### src/rtl/router_pkt_gen.sv
// Router packet generator: sends header {len,addr}, len payload bytes from a
// show-ahead buffer, then an XOR parity byte. busy=1 holds the current byte.
//
// state     | meaning
// ----------+--------------------------------------------------
// S_IDLE    | ready, waiting for a legal start
// S_HEADER  | presenting header byte {len,addr}
// S_PAYLOAD | streaming payload bytes, popping the buffer
// S_PARITY  | presenting parity (inverted if err_inject latched)
// S_DONE    | one-cycle done pulse, packet counted
module router_pkt_gen (
  input  logic        clock,
  input  logic        reset,
  input  logic        start,
  input  logic [1:0]  addr,
  input  logic [5:0]  len,
  input  logic        err_inject,
  input  logic [7:0]  pl_data,
  output logic        pl_rd,
  input  logic        busy,
  output logic        pkt_valid,
  output logic [7:0]  data_out,
  output logic        ready,
  output logic        done,
  output logic        cfg_err,
  output logic [15:0] pkt_count
);

  typedef enum logic [2:0] {
    S_IDLE    = 3'd0,
    S_HEADER  = 3'd1,
    S_PAYLOAD = 3'd2,
    S_PARITY  = 3'd3,
    S_DONE    = 3'd4
  } state_t;

  state_t      state, state_nxt;
  logic [1:0]  addr_q;
  logic [5:0]  len_q;
  logic        err_q;
  logic [7:0]  parity_q;
  logic [5:0]  cnt_q;
  logic        cfg_err_q;
  logic        req_legal;
  logic        last_byte;

  assign req_legal = (addr != 2'd3) && (len != 6'd0);
  assign last_byte = (cnt_q == (len_q - 6'd1));
  assign cfg_err   = cfg_err_q;

  always_ff @(posedge clock) begin
    if (reset) begin
      state     <= S_IDLE;
      addr_q    <= 2'd0;
      len_q     <= 6'd0;
      err_q     <= 1'b0;
      parity_q  <= 8'd0;
      cnt_q     <= 6'd0;
      cfg_err_q <= 1'b0;
      pkt_count <= 16'd0;
    end else begin
      state     <= state_nxt;
      cfg_err_q <= 1'b0;
      case (state)
        S_IDLE: begin
          if (start) begin
            if (req_legal) begin
              addr_q <= addr;
              len_q  <= len;
              err_q  <= err_inject;
            end else begin
              cfg_err_q <= 1'b1;
            end
          end
        end
        S_HEADER: begin
          if (!busy) begin
            parity_q <= {len_q, addr_q};
            cnt_q    <= 6'd0;
          end
        end
        S_PAYLOAD: begin
          if (!busy) begin
            parity_q <= parity_q ^ pl_data;
            cnt_q    <= cnt_q + 6'd1;
          end
        end
        S_DONE: pkt_count <= pkt_count + 16'd1;
        default: ;
      endcase
    end
  end

  always_comb begin
    state_nxt = state;
    pkt_valid = 1'b0;
    data_out  = 8'h00;
    pl_rd     = 1'b0;
    ready     = 1'b0;
    done      = 1'b0;
    case (state)
      S_IDLE: begin
        ready = 1'b1;
        if (start && req_legal) state_nxt = S_HEADER;
      end
      S_HEADER: begin
        pkt_valid = 1'b1;
        data_out  = {len_q, addr_q};
        if (!busy) state_nxt = S_PAYLOAD;
      end
      S_PAYLOAD: begin
        pkt_valid = 1'b1;
        data_out  = pl_data;
        pl_rd     = ~busy;
        if (!busy && last_byte) state_nxt = S_PARITY;
      end
      S_PARITY: begin
        data_out = err_q ? ~parity_q : parity_q;
        if (!busy) state_nxt = S_DONE;
      end
      S_DONE: begin
        done      = 1'b1;
        state_nxt = S_IDLE;
      end
      default: state_nxt = S_IDLE;
    endcase
  end

endmodule
### config.mk
export PLATFORM = sky130hd
export DESIGN_NAME = router_pkt_gen
export DESIGN_NICKNAME = d
export VERILOG_FILES = /design/src/rtl/router_pkt_gen.sv
export SDC_FILE = /design/constraint.sdc
export NUM_CORES = 1
export LEC_CHECK = 0
export ABC_AREA = 0
export BUFFER_PORTS_ARGS = -buffer_cell sky130_fd_sc_hd__buf_2
export CORE_ASPECT_RATIO = 0.75
export CORE_UTILIZATION = 60
export CTS_BUF_LIST = sky130_fd_sc_hd__clkbuf_2
export DETAILED_ROUTE_END_ITERATION = 6
export PLACE_DENSITY_LB_ADDON = 0.08
export SETUP_SLACK_MARGIN = 0.05
export SYNTH_ARGS = -nofsm -noshare
export SYNTH_HDL_FRONTEND = slang
export SYNTH_SLANG_ARGS = --single-unit
### constraint.sdc
create_clock -name clock -period 5.7 [get_ports clock]
set_input_delay 0.57 -clock clock [delete_from_list [all_inputs] [get_ports clock]]
set_output_delay 0.57 -clock clock [all_outputs]
set_load 0.01 [all_outputs]
== Word level (Yosys, flattened, before mapping) ==
Cells that the tools add are included.
Word-level totals
  register bits after elaboration: 43
  input bits: 21
  output and inout bits: 29
Cells by class
  add/sub/neg operators: 3
  eq/ne operators: 11
  mux-type cells: 18
  bitwise gates (word level): 5
  reduce and logical (&&, ||, !) cells: 12
Operators by type and width (count)
  $mux W8: 3
  $pmux W8 S3: 1
  $add A16 B1 Y16 const B: 1
  $pmux W8 S2: 1
  $mux W3: 4
  $mux W6: 2
  $ne A2 B2 Y1 const B: 6
  $pmux W3 S4: 1
  $pmux W6 S2: 1
  $not A8 Y8: 1
  $xor A8 B8 Y8: 1
  $add A6 B1 Y6 const B: 1
  $eq A3 B2 Y1 const B: 2
  $eq A6 B6 Y1: 1
  $reduce_and A3 Y1: 2
  $reduce_bool A6 Y1: 1
  $sub A6 B1 Y6 const B: 1
  $mux W1: 5
  $reduce_and A4 Y1: 1
  $eq A3 B1 Y1 const B: 1
  $eq A3 B3 Y1 const B: 1
  $logic_and A1 B1 Y1: 3
  $logic_not A3 Y1: 1
  $not A1 Y1: 3
  4 further kinds: 4

== Depth between registers and ports, before layout ==
  depth in word-level cells: 5
  depth in mapped cells: 8
  depth with buffers taken out: 7

== Least setup slack after synthesis ==
No wires, ideal clock.
  kind: flip-flop to output port
  start point: register state[1]
  end point: output port data_out[3]
  arrival: 1404 ps
  path slack: 3726 ps
  cell stages (with the launch flop): 7
  path buffers: 2
  cell sequence: dfxtp_1 -> clkbuf_1 -> clkbuf_1 -> nor2_1 -> a21oi_1 -> a22oi_1 -> nor2_1
On the way
  word-level cells in the longest chain between the ends: 2
  elaborated cells between the ends (all ways): 4
  those cells by class: eq/ne: 3; mux: 1
Ends and longest elaborated chain
  start: declaration: line 37  | state_t state, state_nxt;
  start signal: assignment: line 62  | state <= state_nxt;
  $eq A3 B2 Y1 / $eq A3 B1 Y1 (equally long branches): line 101  | case (state)
  $pmux W8 S3 *: line 101
  end: declaration: line 22  | output logic [7:0] data_out,
Every way passes the cells marked *; elsewhere a longest branch is shown, timed or not.

== Worst setup path after layout ==
  start point: register state[1]
  end point: output port pl_rd
On the way
  word-level cells in the longest chain between the ends: 2
Ends and longest elaborated chain
  $eq A3 B2 Y1: line 101
  $mux W1: line 101
  end: declaration: line 19  | output logic pl_rd,
Every way passes these cells.

==> metrics <==
Total Routing Usage GR=26.1%; r2r setup slk=3.33 ns; Worst Setup Path Type=register to primary output; Via density=5.66; width of the die=75.2 um; placed standard-cell area=2650 um^2; Post-Synth Simple-Gate Area=25.2%; max_cap viols=0; CTS root buffer=clkbuf_2; antenna violations before repair=0; mux cell area share after synthesis=4.56%; Core Rows=19; Synth Area in Adders=1.56%; Core ar.=3760 um^2; Mean Syn Cell Area=8.12 um^2; Final Cell Area=2720 um^2; Clock Sinks=43; post_cts resized=0; DRT Pass-1 Iters=4; CP endpoint=pl_rd; Min-Delay Startpoint=start; TNS Setup=0 ns; unrepaired setup endpoints after global routing=no; TritonCTS buffer count=5; Net Count, Synth=321; post-synthesis compound-gate area fraction=19.1%; H-tree lvl count=2; pin count of the biggest net entering global routing=44; Post-Route WL=5280 um; n_diodes=0; largest family of logic cells by synthesized area=simple AND/OR/NAND/NOR gates; clk_skew=0.00227 ns; final hold vios=0; DIE AREA=4280 um^2; Mapped Area=2410 um^2; DR iter-0 viols=138; post-synthesis xor/xnor area fraction=9.44%; r2r worst-path depth=5; DR vias=2,191; hpwl dp=3730 um; Max FO, Critical Path=25; Synth-to-Final Area Change=12.6%; Worst slew margin=48.4%; total setup buffers inserted after CTS=0; first-pass GRT wire length=8630 um; number of synthesized flops with an enable pin=0; achievable frequency=329 MHz; endpoints failing setup=0; Worst-path clk slew=0.22 ns; Synth warnings=0; wire length per cell=13.6 um; outcome=completed; register bit total from synthesis=43; Least-Margin Pin Slew=0.773 ns; layout cell share with drive strength beyond 1=19.4%; worst setup path startpoint=state[1]; Crit. End Element=primary output; vias in the first global route=1,835; Port Buffer Count=49; Tightest Hold Check Type=primary input to register; Top FF cell, synth=dfxtp_1; Arrival @ worst endpoint=2.47 ns; remaining antenna violation count=0; Mapped Cells=297; Post-synth ARST share=0%; CTS tree=yes; Netlist cell types=42; die height=56.9 um; Starting Density=64.2%; Clock Tree Buf Depth=2; Max VDD drop=0.221 mV; io pins=50; # DRC=0; Final Power=0.938 mW; Leakage=1.06 nW; Critical Path RT=5.13 ns; grt ovf=0; Max Slew Vio Count=0; Hold Buf Count CTS=0; final net count=358; r2r endpoint=cnt_q[4]; Final Cycle Share=53.4%; Seq/Total Area, Yosys=35.7%; Final Critical Period=3.04 ns; PD cells=345 nW/um^2; CP Launch Type=register; reg2reg start=state[1]; clk_lat worst skew=0.39 ns; Final Wtd Congestion=0.820
-- worst max-delay path: stages (launching register included) --
cell     delay (ns)
dfxtp_1        0.87
or3b_1         0.58
buf_4          0.27
nor2_4         0.19
buf_2          0.17
-- placed cells by master, fill, tap and decap left out, drive strengths merged --
master	count
a211o	1
o21ai	16
a211oi	3
nor4	3
nand2b	7
nand3b	2
and4	1
a2bb2oi	6
ha	3
nor4b	1
bufinv	1
o211ai	2
clkinv	2
nor3b	7
a221oi	2
and3	3
nand4b	1
nand3	7
nand4	3
a21oi	24
a2111oi	1
xnor2	19
buf	50
nor3	9
a22oi	10
mux2i	11
dfxtp	43
a311oi	2
a41oi	2
clkbuf	5
inv	7
or3b	1
nand2	12
nor2	52
o21ba	2
nor2b	2
or3	4
xor2	7
and2	1
-- how the worst min path moves through the flow --
stage,endpoint,slack (ns),cells after the start
6_report,cfg_err,0.40,3
5_1_grt,cfg_err,0.37,3
3_5_place_dp,pkt_count[10],0.50,2
2_1_floorplan,cnt_q[5],0.46,1
4_1_cts,cfg_err,0.37,3
3_3_place_gp,pkt_count[10],0.49,2
-- power breakdown --
group	internal [mW]	switching, mW
Combinational	0.168	0.203
Sequential	0.326	0.0657
Clock	0.0744	0.101
Total	0.568	0.370
-- routing by layer --
layer / routed length, um / vias to the layer above / track usage (%)
met5: 0 / - / 0
met4: 0 / 0 / 3.17
met3: 398 / 0 / 5.92
met2: 2250 / 69 / 38.0
met1: 2630 / 999 / 40.4
li1: - / 1123 / -
-- metrics by stage --
stage | cells | hold slack, ns | setup WS (ns) | util, %
detailed placement | 379 | 0.496 | 3.16 | 70.5
global route | 387 | 0.365 | 2.46 | 72.3
CTS | 387 | 0.366 | 2.66 | 72.3
global placement | 379 | 0.490 | 3.20 | 70.5
finish | 387 | 0.401 | 2.66 | 72.3
floorplan | 297 | 0.462 | 3.73 | -
-- cells in the mapped netlist, types with 3 or more instances --
cell / n / area, um^2
a21oi_1: 24 / 120
a22oi_1: 10 / 75.1
a2bb2oi_1: 6 / 52.6
and3_1: 3 / 18.8
buf_2: 6 / 30.0
clkbuf_1: 14 / 52.6
dfxtp_1: 43 / 861
ha_1: 3 / 37.5
inv_1: 7 / 26.3
mux2i_1: 11 / 110
nand2_1: 12 / 45.0
nand2b_1: 7 / 43.8
nand3_1: 7 / 35.0
nor2_1: 51 / 191
nor3_1: 9 / 45.0
nor3b_1: 6 / 45.0
o21ai_0: 16 / 80.1
or3_1: 4 / 25.0
xnor2_1: 19 / 166
xor2_1: 7 / 61.3
-- sequential cells by signal (all words and copies together) (netlist names) --
register,flops
state,3
addr_q,2
err_q,1
cnt_q,6
len_q,6
parity_q,8
cfg_err,1
pkt_count,16
-- cell families after synthesis --
logic type                 after synthesis
AOI/OAI and AO/OA                       71
xor gates and xnor gates                26
adders and majority gates                3
buffers and inverters                   27
DFF                                     43
muxes                                   11
and+or+nand+nor                        116
-- final cells by class --
class                   count  area [um^2]
clock buffers               5         25.0
clock inverters             3         43.8
fillers                   335         1040
inverters                   7         26.3
multi-input cells         227         1440
flip-flops and latches     43          861
well taps                  52         65.1
repair buffers             50          253
Power figures use the tool's default switching activity.
